==> config.mk <==
export PLATFORM = sky130hd
export DESIGN_NAME = instruction_encoder_flat
export DESIGN_NICKNAME = d
export VERILOG_FILES = /design/src/rtl/instruction_encoder_if.sv /design/src/rtl/instruction_encoder.sv /design/src/flat_wrapper.sv
export SDC_FILE = /design/constraint.sdc
export NUM_CORES = 1
export LEC_CHECK = 0
export CORE_UTILIZATION = 36
export CTS_BUF_LIST = sky130_fd_sc_hd__clkbuf_16
export DETAILED_ROUTE_END_ITERATION = 16
export HOLD_SLACK_MARGIN = 0.06
export RECOVER_POWER = 50
export SLEW_MARGIN = 20
export SYNTH_ARGS = -nofsm -noshare
export SYNTH_HDL_FRONTEND = slang
export SYNTH_SLANG_ARGS = --single-unit
==> constraint.sdc <==
create_clock -name clk -period 2.6 [get_ports clk]
set_input_delay 0.52 -clock clk [delete_from_list [all_inputs] [get_ports clk]]
set_output_delay 0.52 -clock clk [all_outputs]
set_load 0.02 [all_outputs]
==> src/rtl/instruction_encoder_if.sv <==
// Opcode classes shared with the decoder, plus the encoder's field-in / word-out handshake bundle.
// The master side drives decoded fields and outReady; the slave side is the encoder.
package instruction_encoder_pkg;

    typedef enum logic [3:0] {
        rTypeInstruction  = 4'd0,
        iTypeInstruction  = 4'd1,
        loadInstruction   = 4'd2,
        sTypeInstruction  = 4'd3,
        bTypeInstruction  = 4'd4,
        jalInstruction    = 4'd5,
        jalrInstruction   = 4'd6,
        luiInstruction    = 4'd7,
        auipcInstruction  = 4'd8
    } opcode_t;

    localparam logic [6:0] OP_R      = 7'b0110011;
    localparam logic [6:0] OP_IMM    = 7'b0010011;
    localparam logic [6:0] OP_LOAD   = 7'b0000011;
    localparam logic [6:0] OP_STORE  = 7'b0100011;
    localparam logic [6:0] OP_BRANCH = 7'b1100011;
    localparam logic [6:0] OP_JAL    = 7'b1101111;
    localparam logic [6:0] OP_JALR   = 7'b1100111;
    localparam logic [6:0] OP_LUI    = 7'b0110111;
    localparam logic [6:0] OP_AUIPC  = 7'b0010111;

    localparam logic [31:0] NOP_WORD = 32'h0000_0013;

endpackage

interface instruction_encoder_if;
    import instruction_encoder_pkg::*;

    logic        inValid;
    logic        inReady;
    opcode_t     opcode;
    logic [6:0]  funct7;
    logic [2:0]  funct3;
    logic [4:0]  rs1;
    logic [4:0]  rs2;
    logic [4:0]  rd;
    logic [31:0] immediate;
    logic        loadImm;
    logic        outValid;
    logic        outReady;
    logic [31:0] instructionCode;
    logic [31:0] instructionAddr;
    logic        illegal;

    modport master (
        output inValid, opcode, funct7, funct3, rs1, rs2, rd, immediate, loadImm, outReady,
        input  inReady, outValid, instructionCode, instructionAddr, illegal
    );

    modport slave (
        input  inValid, opcode, funct7, funct3, rs1, rs2, rd, immediate, loadImm, outReady,
        output inReady, outValid, instructionCode, instructionAddr, illegal
    );

endinterface

==> src/rtl/instruction_encoder.sv <==
// RV32I field-to-word encoder with LI expansion; one registered output stage, next-cycle latency.
// Output holds while stalled; input is refused during the second LI beat or when the output is blocked.
module instruction_encoder
    import instruction_encoder_pkg::*;
#(
    parameter logic [31:0] BASE_ADDR = 32'h0000_0000
) (
    input  logic                  clk,
    input  logic                  rst_n,
    instruction_encoder_if.slave  bus
);

    typedef enum logic {
        IDLE = 1'b0,
        LI_2 = 1'b1
    } state_t;

    state_t      state_q;
    state_t      state_d;

    logic        out_valid_q;
    logic [31:0] code_q;
    logic [31:0] addr_q;
    logic        illegal_q;
    logic [4:0]  li_rd_q;
    logic [11:0] li_lo_q;

    logic        nxt_valid;
    logic [31:0] nxt_code;
    logic        nxt_illegal;
    logic        capture_li;

    logic        in_fire;
    logic        out_fire;

    logic [31:0] enc_word;
    logic        enc_legal;
    logic [11:0] imm_i;

    logic [11:0] li_lo;
    logic [19:0] li_up;
    logic        li_small;
    logic        li_two;
    logic [31:0] li_first;

    function automatic logic [31:0] addi_word(input logic [4:0] rd_f, input logic [4:0] rs1_f,
                                              input logic [11:0] imm_f);
        return {imm_f, rs1_f, 3'b000, rd_f, OP_IMM};
    endfunction

    assign out_fire    = out_valid_q && bus.outReady;
    assign bus.inReady = (state_q == IDLE) && (!out_valid_q || bus.outReady);
    assign in_fire     = bus.inValid && bus.inReady;

    assign bus.outValid        = out_valid_q;
    assign bus.instructionCode = code_q;
    assign bus.instructionAddr = addr_q;
    assign bus.illegal         = illegal_q;

    // Immediate shifts carry the funct7 pattern (e.g. SRAI) in the upper immediate bits.
    assign imm_i = (bus.funct3 == 3'd1 || bus.funct3 == 3'd5)
                 ? {bus.funct7, bus.immediate[4:0]} : bus.immediate[11:0];

    always_comb begin
        enc_word  = NOP_WORD;
        enc_legal = 1'b1;
        case (bus.opcode)
            rTypeInstruction: enc_word = {bus.funct7, bus.rs2, bus.rs1, bus.funct3, bus.rd, OP_R};
            iTypeInstruction: enc_word = {imm_i, bus.rs1, bus.funct3, bus.rd, OP_IMM};
            loadInstruction:  enc_word = {bus.immediate[11:0], bus.rs1, bus.funct3, bus.rd, OP_LOAD};
            jalrInstruction:  enc_word = {bus.immediate[11:0], bus.rs1, bus.funct3, bus.rd, OP_JALR};
            sTypeInstruction: enc_word = {bus.immediate[11:5], bus.rs2, bus.rs1, bus.funct3,
                                          bus.immediate[4:0], OP_STORE};
            bTypeInstruction: enc_word = {bus.immediate[12], bus.immediate[10:5], bus.rs2, bus.rs1,
                                          bus.funct3, bus.immediate[4:1], bus.immediate[11], OP_BRANCH};
            jalInstruction:   enc_word = {bus.immediate[20], bus.immediate[10:1], bus.immediate[11],
                                          bus.immediate[19:12], bus.rd, OP_JAL};
            luiInstruction:   enc_word = {bus.immediate[31:12], bus.rd, OP_LUI};
            auipcInstruction: enc_word = {bus.immediate[31:12], bus.rd, OP_AUIPC};
            default: begin
                enc_word  = NOP_WORD;
                enc_legal = 1'b0;
            end
        endcase
    end

    // Upper part is rounded so that the sign-extended ADDI low part lands on the exact value.
    assign li_lo    = bus.immediate[11:0];
    assign li_up    = bus.immediate[31:12] + {19'd0, bus.immediate[11]};
    assign li_small = (bus.immediate[31:11] == '0) || (bus.immediate[31:11] == '1);
    assign li_two   = !li_small && (li_lo != 12'd0);
    assign li_first = li_small ? addi_word(bus.rd, 5'd0, li_lo) : {li_up, bus.rd, OP_LUI};

    always_ff @(posedge clk or negedge rst_n) begin
        if (!rst_n) begin
            state_q <= IDLE;
        end else begin
            state_q <= state_d;
        end
    end

    always_comb begin
        state_d = state_q;
        case (state_q)
            IDLE: if (in_fire && bus.loadImm && li_two) state_d = LI_2;
            LI_2: if (out_fire) state_d = IDLE;
            default: state_d = IDLE;
        endcase
    end

    always_comb begin
        nxt_valid   = out_valid_q && !out_fire;
        nxt_code    = code_q;
        nxt_illegal = illegal_q && !out_fire;
        capture_li  = 1'b0;
        case (state_q)
            IDLE: begin
                if (in_fire) begin
                    nxt_valid  = 1'b1;
                    capture_li = bus.loadImm && li_two;
                    if (bus.loadImm) begin
                        nxt_code    = li_first;
                        nxt_illegal = 1'b0;
                    end else begin
                        nxt_code    = enc_word;
                        nxt_illegal = !enc_legal;
                    end
                end
            end
            LI_2: begin
                if (out_fire) begin
                    nxt_valid   = 1'b1;
                    nxt_code    = addi_word(li_rd_q, li_rd_q, li_lo_q);
                    nxt_illegal = 1'b0;
                end
            end
            default: ;
        endcase
    end

    always_ff @(posedge clk or negedge rst_n) begin
        if (!rst_n) begin
            out_valid_q <= 1'b0;
            code_q      <= 32'd0;
            illegal_q   <= 1'b0;
            addr_q      <= BASE_ADDR;
            li_rd_q     <= 5'd0;
            li_lo_q     <= 12'd0;
        end else begin
            out_valid_q <= nxt_valid;
            code_q      <= nxt_code;
            illegal_q   <= nxt_illegal;
            if (out_fire) begin
                addr_q <= addr_q + 32'd4;
            end
            if (capture_li) begin
                li_rd_q <= bus.rd;
                li_lo_q <= li_lo;
            end
        end
    end

endmodule

==> src/flat_wrapper.sv <==
// flat-port wrapper written by rule: the top's interface ports become plain ports
module instruction_encoder_flat import instruction_encoder_pkg::*;
#(
    parameter logic [31:0] BASE_ADDR = 32'h0000_0000
)
  (clk, rst_n, bus_inValid, bus_opcode, bus_funct7, bus_funct3, bus_rs1, bus_rs2, bus_rd, bus_immediate, bus_loadImm, bus_outReady, bus_inReady, bus_outValid, bus_instructionCode, bus_instructionAddr, bus_illegal);
  instruction_encoder_if bus_i ();
  input  logic clk;
  input  logic rst_n;
  input wire logic [$bits(bus_i.inValid)-1:0] bus_inValid;
  input wire logic [$bits(bus_i.opcode)-1:0] bus_opcode;
  input wire logic [$bits(bus_i.funct7)-1:0] bus_funct7;
  input wire logic [$bits(bus_i.funct3)-1:0] bus_funct3;
  input wire logic [$bits(bus_i.rs1)-1:0] bus_rs1;
  input wire logic [$bits(bus_i.rs2)-1:0] bus_rs2;
  input wire logic [$bits(bus_i.rd)-1:0] bus_rd;
  input wire logic [$bits(bus_i.immediate)-1:0] bus_immediate;
  input wire logic [$bits(bus_i.loadImm)-1:0] bus_loadImm;
  input wire logic [$bits(bus_i.outReady)-1:0] bus_outReady;
  output wire logic [$bits(bus_i.inReady)-1:0] bus_inReady;
  output wire logic [$bits(bus_i.outValid)-1:0] bus_outValid;
  output wire logic [$bits(bus_i.instructionCode)-1:0] bus_instructionCode;
  output wire logic [$bits(bus_i.instructionAddr)-1:0] bus_instructionAddr;
  output wire logic [$bits(bus_i.illegal)-1:0] bus_illegal;
  assign bus_i.inValid = bus_inValid;
  assign bus_i.opcode = bus_opcode;
  assign bus_i.funct7 = bus_funct7;
  assign bus_i.funct3 = bus_funct3;
  assign bus_i.rs1 = bus_rs1;
  assign bus_i.rs2 = bus_rs2;
  assign bus_i.rd = bus_rd;
  assign bus_i.immediate = bus_immediate;
  assign bus_i.loadImm = bus_loadImm;
  assign bus_i.outReady = bus_outReady;
  assign bus_inReady = bus_i.inReady;
  assign bus_outValid = bus_i.outValid;
  assign bus_instructionCode = bus_i.instructionCode;
  assign bus_instructionAddr = bus_i.instructionAddr;
  assign bus_illegal = bus_i.illegal;
  instruction_encoder #(.BASE_ADDR(BASE_ADDR)) u_core (.clk(clk), .rst_n(rst_n), .bus(bus_i));
endmodule
Yosys cells after proc, flatten, opt, wreduce, memory -nomap -nowiden. Cells that the tools add are included.

Bits in registers: 84. Word-level logic and storage cells: 64.

Add/subtract/negate cells: 2. Eq/ne operators: 13. Mux-type cells: 20. Bitwise gates (word level): 1. Reduce and logical (&&, ||, !) cells: 21.

Operators by type and width (count): one-hot mux 32 bit (9 select lines) (1); 2-to-1 mux 32 bit (4); one-hot mux 32 bit (2 select lines) (1); adder 32 x 3 -> 32 bit (second input constant) (1); == test 21 bit (second input constant) (1); zero test 21 bit (1); adder 20 x 1 -> 20 bit (1); == test 4 x 3 -> 1 bit (second input constant) (4); 2-to-1 mux 12 bit (1); nonzero test 12 bit (1); 2-to-1 mux 1 bit (10); logical AND 1 bit (9); OR reduction 9 bit (1); == test 4 x 2 -> 1 bit (second input constant) (2); one-hot mux 1 bit (2 select lines) (3); == test 4 x 1 -> 1 bit (second input constant) (1); == test 4 bit (second input constant) (1); zero test 1 bit (4); zero test 4 bit (1); == test 3 x 1 -> 1 bit (second input constant) (1); == test 3 bit (second input constant) (1); logical OR 1 bit (3); inequality test 2 x 1 -> 1 bit (second input constant) (1); inequality test 2 bit (second input constant) (1); 2 further kinds (2).

Longest topological paths before layout. Gate-level depths: netlist of the first run.

Word-level depth: 8. Mapped depth: 10. Depth with buffers taken out: 8.

Worst setup path before layout of the first run. OpenSTA, ideal clock, no wires.

Kind: register -> register. Start point: register u_core.out_valid_q, in the netlist u_core.bus.outValid. End point: register u_core.li_lo_q[10]. Setup time: 125 ps. Arrival time: 2162 ps. Setup slack: 312 ps. Stages on the path, launching flop included: 9. Path buffers: 3. Path through: dfrtp_1 > nor2b_1 > nor2_1 > and2_1 > clkbuf_1 > and3_4 > buf_6 > buf_12 > mux2_4.

Word-level cells in the longest chain between the ends: 6.

Ends and longest elaborated chain: start, declared (line instruction_encoder.sv:21) `logic out_valid_q;`; start signal, assigned (line instruction_encoder.sv:150) `out_valid_q <= nxt_valid;`; zero test 1 bit (line instruction_encoder.sv:52) `assign bus.inReady = (state_q == IDLE) && (!out_valid_q || bus.outReady);`; logical OR 1 bit (line instruction_encoder.sv:52); logical AND 1 bit (line instruction_encoder.sv:52); net bus_inReady (line flat_wrapper.sv:20) `output wire logic [$bits(bus_i.inReady)-1:0] bus_inReady;`; logical AND 1 bit (line instruction_encoder.sv:53) `assign in_fire = bus.inValid && bus.inReady;`; 2-to-1 mux 1 bit (line instruction_encoder.sv:118) `if (in_fire) begin`; 2-to-1 mux 1 bit (line instruction_encoder.sv:116) `case (state_q)`; end signal, assigned (line instruction_encoder.sv:158) `li_lo_q <= li_lo;`; end, declared (line instruction_encoder.sv:26) `logic [11:0] li_lo_q;`.

The timed path passes the listed nets, and every way through them passes these cells. A chain may end at the register's enable or synchronous reset.

Worst setup path in the final report of the first run.
Start point: input port bus_immediate[13]. End point: register u_core.li_rd_q[3].

Word-level cells in the longest chain between the ends: 7. Elaborated cells between the ends (all ways): 8. Those cells by class: 1 x eq/ne; 2 x mux; 5 x reduce/logical.

Ends and longest elaborated chain: start, declared (line flat_wrapper.sv:17) `input wire logic [$bits(bus_i.immediate)-1:0] bus_immediate;`; == test 21 bit / zero test 21 bit (equally long branches) (line instruction_encoder.sv:90) `assign li_small = (bus.immediate[31:11] == '0) || (bus.immediate[31:11] == '1);`; logical OR 1 bit (*) (line instruction_encoder.sv:90); zero test 1 bit (*) (line instruction_encoder.sv:91) `assign li_two = !li_small && (li_lo != 12'd0);`; logical AND 1 bit (*) (line instruction_encoder.sv:91); logical AND 1 bit (*) (line instruction_encoder.sv:120) `capture_li = bus.loadImm && li_two;`; 2-to-1 mux 1 bit (*) (line instruction_encoder.sv:118); 2-to-1 mux 1 bit (*) (line instruction_encoder.sv:116); end signal, assigned (line instruction_encoder.sv:157) `li_rd_q <= bus.rd;`; end, declared (line instruction_encoder.sv:25) `logic [4:0] li_rd_q;`.

Mark *: on every way between the ends. The rest lies on a longest branch, timed or not.

==> run summary, run 1 <==
• violated checks: capacitance limit, slew limit
• compound-gate portion of the synthesized area: 19.03%
• gp weighted congestion: 0.9316
• area occupied by multi-input gates: 0.002856 sq mm
• endpoint kind of the worst setup timing path: register
• slowest cell delay on critical path: 0.49 ns
• most used standard cell by instance count after synthesis: dfrtp_1
• area share of the largest cell type after synthesis: 39.43%
• EDFF count, synth: 0
• share of flip-flops with an asynchronous set or reset: 100.0%
• post-synthesis adder-cell area fraction: 0.9735%
• antenna violations before repair: 0
• fin crit share: 88.34%
• Critical Path AT: 2.53 ns
• DRC marker count from the first detailed-route iteration: 267
• mux contribution to synthesized area: 6.547%
• Clock Path Buffers: 2
• count of hold buffers inserted by post-cts repair: 0
• Worst Tran Pin Value: 2.231 ns
• Core Box Area: 0.01388 sq mm
• post-CTS setup buffers: 0
• kind of critical path: input port to register
• TritonCTS Buffers: 9
• worst-path cell chain: clkdlybuf4s50_1 > buf_4 > nand4_2 > nor3_4 > and3_1 > nor2_2 > and3_4 > mux2_2
• Initial DRT Pass Iterations: 6
• average routed wire per standard cell: 18.81 um
• largest net degree at the start of global routing: 38
• DR vias: 5108
• count of cells resized by post-cts repair: 0
• global-route congestion overflow total: 0
• Max Cap Viol: 1
• worst r2r path cells: 7
• final antenna diode count: 0
• Avg Inst Size Synth: 9.230 sq um
• library cell with the largest summed area after synthesis: dfrtp_1
• NumNets Final: 814
• status: finished with violations
• maximum net fanout on the critical path: 18
• slowest cell on the critical path: clkdlybuf4s50_1
• Critical Path Start: bus_immediate[13]
• Final setup violation count: 0
• yosys warns: 0
• Worst Hold Class: register to register
• min-delay src: u_core.bus.instructionAddr[31]$_DFFE_PN0P_
• largest cells by area after synthesis: dfrtp_1 (39%), xnor2_1 (4.8%), nand2_1 (3.9%)
• row cnt: 43
• Leak Pwr: 3.138 nW
• worst vdd rail ir drop: 0.4307 mV
• worst reg2reg path startpoint: u_core.bus.instructionAddr[6]$_DFFE_PN0P_
• most used flip-flop cell after synthesis: dfrtp_1
• total area of sequential cells: 0.002027 sq mm
• parity-gate share of the synthesized area counting xor and xnor cells: 8.177%
• slew margin rel.: -48.70%
• Top Usage Layer GRT: met2
• number of global-route vias before repair: 5163
• met2 layer usage reported by global route: 41.90%
• number of distinct standard cells referenced by the synthesized netlist: 67
• combinational family with the most area after synthesis: simple AND/OR/NAND/NOR gates
• post-route DRC violation count: 0
• RSZ-0062 raised after global routing: no
• sort of element at the start of the critical path: input port
• minimum setup slack in the final design: 0.3033 ns
• cells after synthesis: 557
• FMAX: 0.4354 GHz
• final-report hold violation count: 0
• IO Port Bufs: 130
• # clock sinks: 81
• clk slew on worst S/H paths: 0.07 ns
• overall global routing resource usage: 24.47%
• maximum clock skew at final layout: 0.007881 ns
• ratio of cells with drive above 1 in the final layout: 18.18%
• clock insertion delay at the later pin of the skew report: 0.35 ns
• filler cell count in the final layout: 1276
• fraction of the yosys area taken by sequential cells: 39.43%
• routed vias/inst: 5.504
• Die Wd: 121.5 um
• most frequent cells after synthesis: dfrtp_1 (81), nand2_1 (53), o21ai_0 (38), nor2_1 (31)
• Total Power Consumption: 4.983 mW
• Crit path required time: 2.83 ns
• overall die height: 121.5 um
• Post-Route WL: 17460 um
• floorplan die area: 0.01476 sq mm
• Hold Crit Endpoint: u_core.bus.instructionAddr[31]$_DFFE_PN0P_
• P&R area growth vs syn: 44.59%
• basic-gate share of the synthesized area counting and, or, nand and nor cells: 20.64%
• initial cell density of the core: 37.04%
• pins over their slew limit: 37
• number of register bits inferred by synthesis: 81
• setup slack, reg-to-reg: 0.51 ns
• placed wire-length estimate after detailed placement: 13610 um
• number of levels the H-tree was split into: 3
• number of nets with antenna violations after detailed routing: 0
• Setup TNS: 0 ns
• CTS tree: built
• worst slack after detailed placement: -0.2871 ns
• met3 Resource Use GR: 5.357%
• clock root buffer master: clkbuf_16
• first-pass GRT wire length: 27350 um
• power per cell area: 670.3 mW/mm^2
• shortest period the worst path allows: 2.297 ns
• met1 usage in global routing: 30.97%
• instance count along the most critical hold path: 1
• synthesized cell area: 0.005141 sq mm
• I/O pin cnt: 133
• worst r2r dst: u_core.bus.instructionAddr[30]$_DFFE_PN0P_
registers in the layout (all words and copies together) (netlist names):
| signal | count |
|---|---|
| u_core.bus.illegal | 1 |
| u_core.bus.instructionAddr | 30 |
| u_core.bus.instructionCode | 31 |
| u_core.bus.outValid | 1 |
| u_core.li_lo_q | 12 |
| u_core.li_rd_q | 5 |
| u_core.state_q | 1 |
cell families (layout without fill, tap and decap cells):
group,after synthesis,after routing
muxes,28,28
AOI/OAI and AO/OA,146,146
adders and majority gates,4,4
other,1,2
xor gates and xnor gates,48,48
and+or+nand+nor,195,195
DFF,81,81
buffers and inverters,54,244
per-layer routing:
metal | wire length [um] | vias to the layer above
li1 | - | 2406
met1 | 7580 | 2492
met2 | 8622 | 195
met3 | 1008 | 15
met4 | 248 | 0
met5 | 0 | -
cells in the final DEF, fill, tap and decap left out, types with 9 or more instances in the layout:
cell type / n
clkdlybuf4s50_1: 105
buf_4: 84
dfrtp_1: 81
nand2_1: 53
o21ai_0: 38
nor2_1: 31
a21oi_1: 28
xnor2_1: 28
nand3_1: 21
dlygate4sd3_1: 21
xor2_1: 20
a22oi_1: 20
nand4_1: 11
nor4_1: 11
nor2b_1: 11
inv_1: 10
nand3b_1: 10
mux2i_1: 10
mux2_4: 9
mux2_2: 9
a221oi_1: 9
clkbuf_16: 9
worst max path at each step:
| stage | end | slack, ns | cells after the start |
|---|---|---|---|
| 4_1_cts | u_core.bus.instructionCode[28]$_DFFE_PN0P_ | 0.06 | 9 |
| 3_3_place_gp | u_core.bus.instructionCode[30]$_DFFE_PN0P_ | -0.25 | 9 |
| 3_5_place_dp | u_core.bus.instructionCode[28]$_DFFE_PN0P_ | -0.29 | 9 |
| 2_1_floorplan | u_core.li_lo_q[10]$_DFFE_PN0P_ | 0.31 | 8 |
| 6_report | u_core.li_rd_q[3]$_DFFE_PN0P_ | 0.30 | 8 |
| 5_1_grt | u_core.li_rd_q[4]$_DFFE_PN0P_ | 0.14 | 1 |
cell type report:
type / count / share of cell area (%)
clock buffer: 9 / 3.030
clock inverter: 6 / 1.212
inverter: 10 / 0.5050
multi-input combinational: 423 / 38.43
sequential: 81 / 27.27
tap: 180 / 3.030
timing repair buffer: 219 / 26.53
worst max-delay path, delay by kind of cell:
family,cells,cell delay (ns)
buffers and inverters,2,0.67
muxes,1,0.39
and+or+nand+nor,5,0.94
where the power goes:
group	switching, mW	internal [mW]
combinational	0.894	0.882
sequential	0.236	1.58
clock	0.554	0.841
stage by stage:
step / util, % / std cells / hold WS (ns) / cell area [sq um]
after floorplan: - / 558 / 0.2244 / 5145
after global placement: 51.32 / 913 / 0.4579 / 7123
after detailed placement: 51.32 / 913 / 0.4635 / 7123
after CTS: 53.59 / 928 / 0.1571 / 7438
after global routing: 53.55 / 928 / 0.5149 / 7433
final: 53.55 / 928 / 0.4765 / 7433
No activity file was read; power rests on OpenSTA's default activity.
==> inputs of run 2 (changes only) <==
--- a/config.mk
+++ b/config.mk
@@ -5,10 +5,13 @@
 export SDC_FILE = /design/constraint.sdc
 export NUM_CORES = 1
 export LEC_CHECK = 0
-export CORE_UTILIZATION = 36
+export CELL_PAD_IN_SITES_DETAIL_PLACEMENT = 0
+export CELL_PAD_IN_SITES_GLOBAL_PLACEMENT = 2
+export CORE_UTILIZATION = 30
 export CTS_BUF_LIST = sky130_fd_sc_hd__clkbuf_16
 export DETAILED_ROUTE_END_ITERATION = 16
 export HOLD_SLACK_MARGIN = 0.06
+export PLACE_DENSITY_LB_ADDON = 0.1
 export RECOVER_POWER = 50
 export SLEW_MARGIN = 20
 export SYNTH_ARGS = -nofsm -noshare
==> run summary, run 2 (same netlist as run 1, synthesis figures left out) <==
• shortest period the worst path allows: 2.444 ns, +0.1477 ns
• min-delay src: u_core.bus.instructionAddr[31]$_DFFE_PN0P_
• Clock Path Buffers: 2, unchanged
• RSZ-0062 raised after global routing: no
• FMAX: 0.4091 GHz, -6.0%
• Worst Hold Class: register to register
• area occupied by multi-input gates: 0.002863 sq mm, +0.22%
• DR vias: 4999, -2.1%
• kind of critical path: input port to register
• clk slew on worst S/H paths: 0.06 ns, about the same
• clock insertion delay at the later pin of the skew report: 0.33 ns, -0.02 ns
• initial cell density of the core: 30.89%, -6.1 points
• worst vdd rail ir drop: 0.2777 mV, -36%
• slowest cell delay on critical path: 0.65 ns, +0.16 ns
• endpoint kind of the worst setup timing path: register
• number of levels the H-tree was split into: 3, unchanged
• count of buffer and inverter cells on the critical path: 2, unchanged
• worst-path cell chain: clkdlybuf4s50_1 > nand2b_1 > a21oi_1 > nor2_1 > a2111oi_0 > buf_4 > o221ai_1 > a311oi_1
• sequential cell fraction of total power: 37.6%, +1.2 points
• violated checks: capacitance limit, slew limit
• Max Cap Viol: 1, unchanged
• worst r2r dst: u_core.bus.instructionAddr[30]$_DFFE_PN0P_
• largest net degree at the start of global routing: 55, +45%
• # clock sinks: 81, unchanged
• fin crit share: 94.02%, +5.7 points
• switching power: 1.652 mW, -1.9%
• power per cell area: 653.3 mW/mm^2, -2.5%
• worst r2r path cells: 7, unchanged
• status: finished with violations
• Post-Route WL: 17550 um, +0.53%
• post-route DRC violation count: 0, unchanged
• sort of element at the start of the critical path: input port
• Core Box Area: 0.01664 sq mm, +20%
• Critical Path AT: 2.68 ns, +0.15 ns
• Crit path required time: 2.84 ns, about the same
• DRC marker count from the first detailed-route iteration: 263, -1.5%
• routed vias/inst: 5.196, -5.6%
• setup slack, reg-to-reg: 0.46 ns, -0.05 ns
• overall die height: 132.9 um, +9.4%
• maximum net fanout on the critical path: 3, -15
• flip-flop count of the largest register after layout: 31, unchanged
• IO Port Bufs: 130, unchanged
• average routed wire per standard cell: 18.24 um, -3.0%
• P&R area growth vs syn: 44.20%
• floorplan die area: 0.01767 sq mm, +20%
• Internal: 3.191 mW, -3.3%
• I/O pin cnt: 133, unchanged
• Leak Pwr: 3.085 nW, -1.7%
• total area of sequential cells: 0.002027 sq mm, unchanged
• overall global routing resource usage: 20.06%, -4.4 points
• clock share of power: 25.4%, -2.6 points
• global-route congestion overflow total: 0, unchanged
• maximum clock skew at final layout: 0.007863 ns, -0.00001785 ns
• number of global-route vias before repair: 4878, -5.5%
• Die Wd: 132.9 um, +9.4%
• final-report hold violation count: 0, unchanged
• ratio of cells with drive above 1 in the final layout: 17.12%, -1.1 points
• first-pass GRT wire length: 27410 um, +0.23%
• dominant delay contributor by cell family on the critical path: compound AO/OA/AOI/OAI gates
• pins over their slew limit: 28, -24%
• filler cell count in the final layout: 1626, +27%
• Worst Tran Pin Value: 1.638 ns, -0.5922 ns
• final antenna diode count: 0, unchanged
• slew margin rel.: -9.222%, +39 points
• combinational fraction of design power: 37.0%, +1.4 points
• placed wire-length estimate after detailed placement: 13710 um, +0.72%
• Hold Crit Endpoint: u_core.bus.instructionAddr[31]$_DFFE_PN0P_
• TritonCTS Buffers: 9, unchanged
• Setup TNS: 0 ns, unchanged
• worst reg2reg path startpoint: u_core.bus.instructionAddr[9]$_DFFE_PN0P_
• Initial DRT Pass Iterations: 5, -1
• slowest cell on the critical path: a2111oi_0
• post-CTS setup buffers: 0, unchanged
• switching part of the total power: 34.12%, +0.32 points
• CTS tree: built
• instance count along the most critical hold path: 1, unchanged
• antenna violations before repair: 1, +1
• row cnt: 47, +9.3%
• Final setup violation count: 0, unchanged
• clock root buffer master: clkbuf_16
• most frequent standard cell in the layout excluding fill and tap cells: clkdlybuf4s50_1
• number of nets with antenna violations after detailed routing: 0, unchanged
• gp weighted congestion: 0.8395, -9.9%
• NumNets Final: 808, -0.74%
• Total Power Consumption: 4.843 mW, -2.8%
• commonest non-fill, non-tap cells in the layout: clkdlybuf4s50_1 (107), dfrtp_1 (81), buf_4 (77)
run 2: cell types whose count changed in the layout (fill, tap and decap cells not counted), sizes merged:
cell / previous run / this run
clkinvlp: 1 / 0
clkdlybuf4s50: 105 / 107
clkinv: 1 / 4
dlymetal6s2s: 3 / 1
buf: 85 / 79
bufinv: 2 / 1
inv: 12 / 11
run 2: worst max path at each step:
| stage | start | end | slack (ns) | cells after the start |
|---|---|---|---|---|
| final | bus_funct3[1] | u_core.bus.instructionCode[29]$_DFFE_PN0P_ | 0.16 | 8 |
| after global routing | bus_outReady | u_core.bus.instructionAddr[31]$_DFFE_PN0P_ | 0.08 | 7 |
| after CTS | bus_outReady | bus_inReady | 0.07 | 4 |
| after detailed placement | bus_immediate[12] | u_core.li_lo_q[4]$_DFFE_PN0P_ | -0.23 | 9 |
| after global placement | bus_immediate[15] | u_core.li_rd_q[4]$_DFFE_PN0P_ | -0.20 | 7 |
| after floorplan | u_core.bus.outValid$_DFF_PN0_ | u_core.li_lo_q[10]$_DFFE_PN0P_ | 0.31 | 8 |
run 2: power by group through the flow:
stage | Sequential (mW) | Combinational (mW) | Clock, mW
final | 1.82 | 1.79 | 1.23
after global routing | 1.87 | 1.91 | 1.32
after CTS | 1.83 | 1.83 | 1.26
after detailed placement | 1.84 | 1.83 | 0
after global placement | 1.85 | 1.81 | 0
after floorplan | 2.03 | 0.693 | 0
run 2: cell type report:
| cell class | count | area share, % |
|---|---|---|
| clock inverter | 6 | 0.6920 |
| timing repair buffer | 213 | 26.09 |
| inverter | 10 | 0.5063 |
| sequential | 81 | 27.34 |
| multi-input combinational | 423 | 38.62 |
| clock buffer | 9 | 3.038 |
| tap | 220 | 3.713 |
run 2: worst register-to-register path, cell delays in order, from the launching register on:
cell,delay (ns)
dfrtp_1,0.44
and4_1,0.27
nand4_1,0.22
nor4_1,0.37
buf_4,0.18
nand4_1,0.18
nor3_1,0.25
xnor2_1,0.15
run 2: timing repair:
| action | 4_1_cts | 5_1_grt |
|---|---|---|
| endpoints found under the setup margin | 0 | 2 |
| hold buffers | 0 | 0 |
| resized for setup | 0 | 3 |
run 2: routing by layer:
| layer | global-route usage (%) | share of wire [%] | vias to the layer above |
|---|---|---|---|
| li1 | - | - | 2395 |
| met2 | 30.92 | 45 | 186 |
| met3 | 2.797 | 5.3 | 24 |
| met5 | 0 | 0 | - |
| met1 | 28.57 | 47 | 2394 |
| met4 | 7.024 | 2.3 | 0 |
run 2: stage by stage:
step	util (%)	hold slack (ns)	setup WS [ns]	area, sq um	cells
floorplan	-	0.2244	0.3124	5145	558
global placement	42.91	0.4588	-0.2009	7141	947
finish	44.55	0.4772	0.1556	7413	962
detailed placement	42.91	0.4768	-0.2264	7141	947
CTS	44.57	0.1125	0.07202	7417	962
global route	44.55	0.4916	0.07808	7413	962
==> inputs of run 3 (changes only) <==
--- a/config.mk
+++ b/config.mk
@@ -11,9 +11,8 @@
 export CTS_BUF_LIST = sky130_fd_sc_hd__clkbuf_16
 export DETAILED_ROUTE_END_ITERATION = 16
 export HOLD_SLACK_MARGIN = 0.06
-export PLACE_DENSITY_LB_ADDON = 0.1
+export PLACE_DENSITY = 0.84
 export RECOVER_POWER = 50
-export SLEW_MARGIN = 20
 export SYNTH_ARGS = -nofsm -noshare
 export SYNTH_HDL_FRONTEND = slang
 export SYNTH_SLANG_ARGS = --single-unit
==> run summary, run 3 (same netlist as run 1, synthesis figures left out) <==
• status: completed
• met3 Resource Use GR: 3.180%, +0.38 points
• worst-path cell chain: clkdlybuf4s50_1 > ha_2 > buf_4 > nand4_2 > nor3_4 > and3_1 > nor2_2 > and3_4 > mux2_2
• routed vias/inst: 5.278, +1.6%
• CTS tree: built
• DRC marker count from the first detailed-route iteration: 373, +42%
• global-route congestion overflow total: 0, unchanged
• maximum clock skew at final layout: 0.007232 ns, -0.0006305 ns
• power per cell area: 668.1 mW/mm^2, +2.3%
• overall die height: 132.9 um, unchanged
• clock insertion delay at the later pin of the skew report: 0.33 ns, about the same
• P&R area growth vs syn: 44.22%, about the same
• count of buffer and inverter cells on the critical path: 2, unchanged
• placed standard-cell area: 0.007118 sq mm, -0.32%
• floorplan die area: 0.01767 sq mm, unchanged
• pins over their slew limit: 0, -100%
• sequential cell fraction of total power: 37.2%, -0.4 points
• Total Power Consumption: 4.954 mW, +2.3%
• post-CTS setup buffers: 0, unchanged
• IO Port Bufs: 130, unchanged
• number of global-route vias before repair: 4966, +1.8%
• overall global routing resource usage: 19.65%, -0.41 points
• Post-Route WL: 17220 um, -1.9%
• setup slack, reg-to-reg: 0.50 ns, +0.04 ns
• largest net degree at the start of global routing: 58, +5.5%
• DR vias: 5062, +1.3%
• count of hold buffers inserted by post-cts repair: 0, unchanged
• FMAX: 0.4094 GHz, about the same
• NumNets Final: 805, -0.37%
• Internal: 3.290 mW, +3.1%
• clk slew on worst S/H paths: 0.06 ns, about the same
• final non-filler cell area: 0.007415 sq mm, about the same
• Core Box Area: 0.01664 sq mm, unchanged
• clock root buffer master: clkbuf_16
• slowest cell delay on critical path: 0.45 ns, -0.20 ns
• final antenna diode count: 0, unchanged
• Crit path required time: 2.82 ns, -0.02 ns
• Critical Path AT: 2.66 ns, -0.02 ns
• maximum net fanout on the critical path: 18, +15
• clock share of power: 27.0%, +1.6 points
• Die Wd: 132.9 um, unchanged
• shortest period the worst path allows: 2.443 ns, -0.001595 ns
• Leak Pwr: 3.063 nW, -0.74%
• number of levels the H-tree was split into: 3, unchanged
• met2 layer usage reported by global route: 32.58%, +1.7 points
• antenna violations before repair: 0, -1
• most frequent standard cell in the layout excluding fill and tap cells: clkdlybuf4s50_1
• post-route DRC violation count: 0, unchanged
• switching power: 1.664 mW, +0.68%
• # clock sinks: 81, unchanged
• Worst Hold Class: register to register
• kind of critical path: input port to register
• placed wire-length estimate after detailed placement: 13610 um, -0.70%
• Initial DRT Pass Iterations: 6, +1
• flip-flop count of the largest register after layout: 31, unchanged
• first-pass GRT wire length: 27030 um, -1.4%
• slew margin rel.: 4.760%, +14 points
• average routed wire per standard cell: 17.95 um, -1.6%
• Final setup violation count: 0, unchanged
• row cnt: 47, unchanged
• gp weighted congestion: 0.8782, +4.6%
• number of nets with antenna violations after detailed routing: 0, unchanged
• commonest non-fill, non-tap cells in the layout: clkdlybuf4s50_1 (107), dfrtp_1 (81), buf_4 (73)
• TritonCTS Buffers: 9, unchanged
• RSZ-0062 raised after global routing: no
• final-report hold violation count: 0, unchanged
• switching part of the total power: 33.58%, -0.54 points
• Max Cap Viol: 0, -1
• combinational fraction of design power: 35.9%, -1.1 points
• Clock Path Buffers: 2, unchanged
• sort of element at the start of the critical path: input port
• met1 usage in global routing: 26.06%, -2.5 points
• Top Usage Layer GRT: met2
• ratio of cells with drive above 1 in the final layout: 17.19%, +0.069 points
• I/O pin cnt: 133, unchanged
• fin crit share: 93.95%, about the same
• worst vdd rail ir drop: 0.2794 mV, +0.59%
• slowest cell on the critical path: clkdlybuf4s50_1
• initial cell density of the core: 30.89%, unchanged
• dominant delay contributor by cell family on the critical path: simple AND/OR/NAND/NOR gates
• endpoint kind of the worst setup timing path: register
• Worst Tran Pin Value: 1.429 ns, -0.2097 ns
-- run 3: final timing paths --
path / from / cells past startpoint / endpoint
worst max-delay path: bus_immediate[11] / 9 / u_core.li_rd_q[3]$_DFFE_PN0P_
worst min-delay path: u_core.bus.instructionAddr[31]$_DFFE_PN0P_ / 1 / u_core.bus.instructionAddr[31]$_DFFE_PN0P_
worst max register to register: u_core.bus.instructionAddr[6]$_DFFE_PN0P_ / 6 / u_core.bus.instructionAddr[30]$_DFFE_PN0P_
worst min register to register: u_core.bus.instructionAddr[31]$_DFFE_PN0P_ / 1 / u_core.bus.instructionAddr[31]$_DFFE_PN0P_
max in group asynchronous: rst_n / 2 / u_core.bus.instructionCode[12]$_DFFE_PN0P_
min in group asynchronous: rst_n / 1 / u_core.bus.instructionAddr[10]$_DFFE_PN0P_
-- run 3: stage by stage --
stage	std cells	worst slack (ns)	setup TNS [ns]	hold slack, ns	util [%]
3_3_place_gp	944	-0.1375	-2.469	0.4603	42.77
4_1_cts	959	0.04177	0	0.2746	44.63
3_5_place_dp	944	-0.2297	-4.777	0.4830	42.77
5_1_grt	959	0.002186	0	0.5066	44.55
2_1_floorplan	558	0.3124	0	0.2244	-
6_report	959	0.1572	0	0.4791	44.55
-- run 3: area by class of cell --
type | count | area [sq um]
well taps | 220 | 275.3
repair buffers | 210 | 1907
clock buffers | 9 | 225.2
inverters | 10 | 37.54
fillers | 1583 | 9228
multi-input cells | 423 | 2859
flip-flops and latches | 81 | 2027
clock inverters | 6 | 83.83
-- run 3: what timing repair did --
item / 4_1_cts / 5_1_grt
resized for setup: 0 / 3
setup endpoints to repair: 0 / 3
hold endpoints to repair: 0 / 0
-- run 3: power groups by stage --
stage | sequential (mW) | clock, mW | combinational [mW]
5_1_grt | 1.88 | 1.42 | 1.91
3_3_place_gp | 1.84 | 0 | 1.79
3_5_place_dp | 1.85 | 0 | 1.82
6_report | 1.84 | 1.34 | 1.78
2_1_floorplan | 2.03 | 0 | 0.693
4_1_cts | 1.84 | 1.37 | 1.82
-- run 3: metal layers --
metal | up-vias | wire length (um)
met4 | 0 | 357
met5 | - | 0
li1 | 2398 | -
met1 | 2443 | 7813
met3 | 25 | 895
met2 | 196 | 8148
-- run 3: worst reg2reg max path, cell delays in order, from the launching register on --
cell and delay (ns):
dfrtp_1 0.42, nand3_1 0.13, or2_2 0.36, nor4_1 0.43
nand4_1 0.28, nor3_1 0.24, xnor2_1 0.15
==> RTL edit (settings of run 2) <==
Make the reset (`rst_n`) synchronous in 2 clocked blocks.
--- a/src/rtl/instruction_encoder.sv
+++ b/src/rtl/instruction_encoder.sv
@@ -92,5 +92,5 @@
     assign li_first = li_small ? addi_word(bus.rd, 5'd0, li_lo) : {li_up, bus.rd, OP_LUI};
 
-    always_ff @(posedge clk or negedge rst_n) begin
+    always_ff @(posedge clk) begin
         if (!rst_n) begin
             state_q <= IDLE;
@@ -139,5 +139,5 @@
     end
 
-    always_ff @(posedge clk or negedge rst_n) begin
+    always_ff @(posedge clk) begin
         if (!rst_n) begin
             out_valid_q <= 1'b0;
Function: differs if rst_n is asserted again (counterexample within 4 cycles, from zero or initial values and one cycle with rst_n low); with rst_n held inactive, the same outputs for 10 cycles.
==> RTL edit against run 2 <==
  * Design area is 2.0% lower
  * Critical path type unchanged
  * Sequential cell count did not move
  * Non-clock buffer count rose by 21
  * Register-to-register slack gained 0.17 ns
  * Via count up 5.8%
  * Worst setup slack worse by 0.089 ns
  * Utilization grew 2.9 points
  * Area after synthesis down 7.6%
  * Hold slack got worse by 0.028 ns
  * Routed wire length grew 6.2%
  * Synthesized cell count grew 7.9%
Power is not compared: it rests on default switching activity, and its combinational part moved more than twofold at a synthesized area within 25%.
==> RTL edit: results (changes against run 2) <==
Status
  • Status: completed

Routing
  • WL final: 18630 um (+6.2%)
  • Drt first pass iters: 8 (+3)
  • Wire length on met2: 8952 um (+12%)
  • DR iter-0 viols: 240 (-8.7%)
  • Length of routed met3 wiring: 791 um (-14%)
  • Via/cell ratio: 5.191 (about the same)
  • Met1 WL: 8367 um (+1.2%)
  • Final ANT Viol Nets: 0 (unchanged)
  • Avg WL per Cell: 18.29 um (+0.23%)

Cells and area
  • Fillers: 1559 (-4.1%)
  • Fin nets: 873 (+8.0%)
  • Fraction of layout cells with a size suffix above 1: 16.34% (-0.78 points)
  • Number of flip-flops in the largest register: 31 (unchanged)
  • Ant. Diodes: 0 (unchanged)

Synthesis
  • Netlist cell types: 62 (-7.5%)
  • Synth Area in Adders: 1.053% (+0.080 points)
  • Multiplexer share of the synthesized area: 4.660% (-1.9 points)
  • Avg Cell Area, Syn: 7.907 um^2 (-14%)
  • Post-synthesis sequential area ratio: 34.12% (-5.3 points)
  • Synth Area in Compound Gates: 20.51% (+1.5 points)
  • Synth top area cells: dfxtp_1 (34%), nor2_1 (5.9%), xor2_1 (4.6%)
  • Fraction of synthesized cell area in xor and xnor cells: 8.294% (+0.12 points)
  • Ys async rst share: 0% (-100 points)
  • Synth warnings: 0 (unchanged)
  • Most frequent cell after synthesis: dfxtp_1
  • Commonest cells in the netlist: dfxtp_1 (81), nor2_1 (75), nand2_1 (50), a21oi_1 (35), o21ai_0 (29)

Placement
  • Setup WS pre-CTS: -0.4157 ns (-0.1894 ns)
  • DP Area: 6955 um^2 (-2.6%)
  • HPWL after DPL: 14890 um (+8.6%)
  • GPL Wtd Cong: 0.9025 (+7.5%)
  • Dpl cells: 1003 (+5.9%)
  • IO Port Bufs: 130 (unchanged)

Clock tree
  • CTS buffer count: 9 (unchanged)
  • Longest Clk Path Bufs: 2 (unchanged)
  • Worst-Skew Late Latency: 0.34 ns
  • Post-CTS setup buffer count: 0 (unchanged)
  • CTS root buf: clkbuf_16

GRT
  • Antenna violations before repair: 0 (-1)
  • Vias in the first global route: 5162 (+5.8%)
  • Global-route wire length before repair: 28590 um (+4.3%)
  • Largest net degree at the start of global routing: 32 (-42%)
  • Global Route Usage Sum: 23.11% (+3.0 points)

Timing
  • Post-route setup TNS: 0 ns (unchanged)
  • Worst relative slew slack: 35.32% (+45 points)
  • Clock skew: 0.008428 ns (+0.0005654 ns)

Power and ir drop
  • Pint: 0.002367 W
  • LEAKAGE: 2.958 nW
  • Peak VDD IR: 0.3199 mV

Critical path
  • Crit-path max FO: 5 (+2)
  • Worst Path Arrival: 2.79 ns (+0.11 ns)

Min path
  • Hold Crit Class: flop to flop
## RTL edit: cells by family (layout without fill, tap and decap cells)
logic type | count (synthesis) | in the layout
other | 1 | 2
flip-flops | 81 | 81
adder cells (fa/ha/maj) | 4 | 4
XOR/XNOR | 45 | 45
buffers and inverters | 60 | 266
AO/OA/AOI/OAI | 142 | 142
multiplexers | 22 | 22
AND/OR/NAND/NOR | 246 | 246
## RTL edit: layout make-up
| class | count | area, um^2 | area share [%] |
|---|---|---|---|
| timing repair buffer | 234 | 2130 | 29.31 |
| tap | 211 | 264.0 | 3.634 |
| inverter | 16 | 60.06 | 0.8266 |
| multi-input combinational | 461 | 2913 | 40.09 |
| sequential | 81 | 1622 | 22.32 |
| clock inverter | 7 | 52.55 | 0.7233 |
| clock buffer | 9 | 225.2 | 3.100 |
## RTL edit: layer usage
layer  vias to the layer above  track usage [%]
met3                        27            3.756
met1                      2527            29.74
met4                         0            8.720
met2                       156            38.68
met5                         -                0
li1                       2580                -
## RTL edit: what timing repair did
item,in CTS,in global routing
endpoints found under the setup margin,4,33
gates resized for setup,4,8
pin swaps,4,3
## RTL edit: critical path, stage by stage
cell	delay, ns
clkdlybuf4s50_1	0.55
nand4_4	0.16
or4_4	0.55
o32a_1	0.42
o21ai_4	0.23
a22oi_2	0.12
o32ai_2	0.24
## RTL edit: worst paths after layout
path,to,cells past startpoint,slack (ns),startpoint
max,u_core.bus.instructionCode[28],7,0.07,bus_immediate[15]
min,u_core.bus.instructionCode[3],2,0.45,u_core.bus.instructionCode[3]
max reg2reg,u_core.bus.instructionAddr[24],7,0.63,u_core.bus.instructionAddr[10]
min reg2reg,u_core.bus.instructionCode[3],2,0.45,u_core.bus.instructionCode[3]
## RTL edit: power groups by stage
| stage | registers, W | logic (W) | clock network (W) |
|---|---|---|---|
| floorplan | 0.00143 | 0.000350 | 0 |
| global placement | 0.00138 | 0.000891 | 0 |
| detailed placement | 0.00138 | 0.000893 | 0 |
| CTS | 0.00135 | 0.000898 | 0.00125 |
| global route | 0.00136 | 0.000943 | 0.00131 |
| finish | 0.00135 | 0.000878 | 0.00122 |
## RTL edit: through the flow
| stage | hold slack (ns) | power (W) |
|---|---|---|
| 3_5_place_dp | 0.4441 | 0.002272 |
| 6_report | 0.4490 | 0.003446 |
| 4_1_cts | 0.4531 | 0.003502 |
| 2_1_floorplan | 0.4511 | 0.001781 |
| 3_3_place_gp | 0.4410 | 0.002268 |
| 5_1_grt | 0.4773 | 0.003607 |
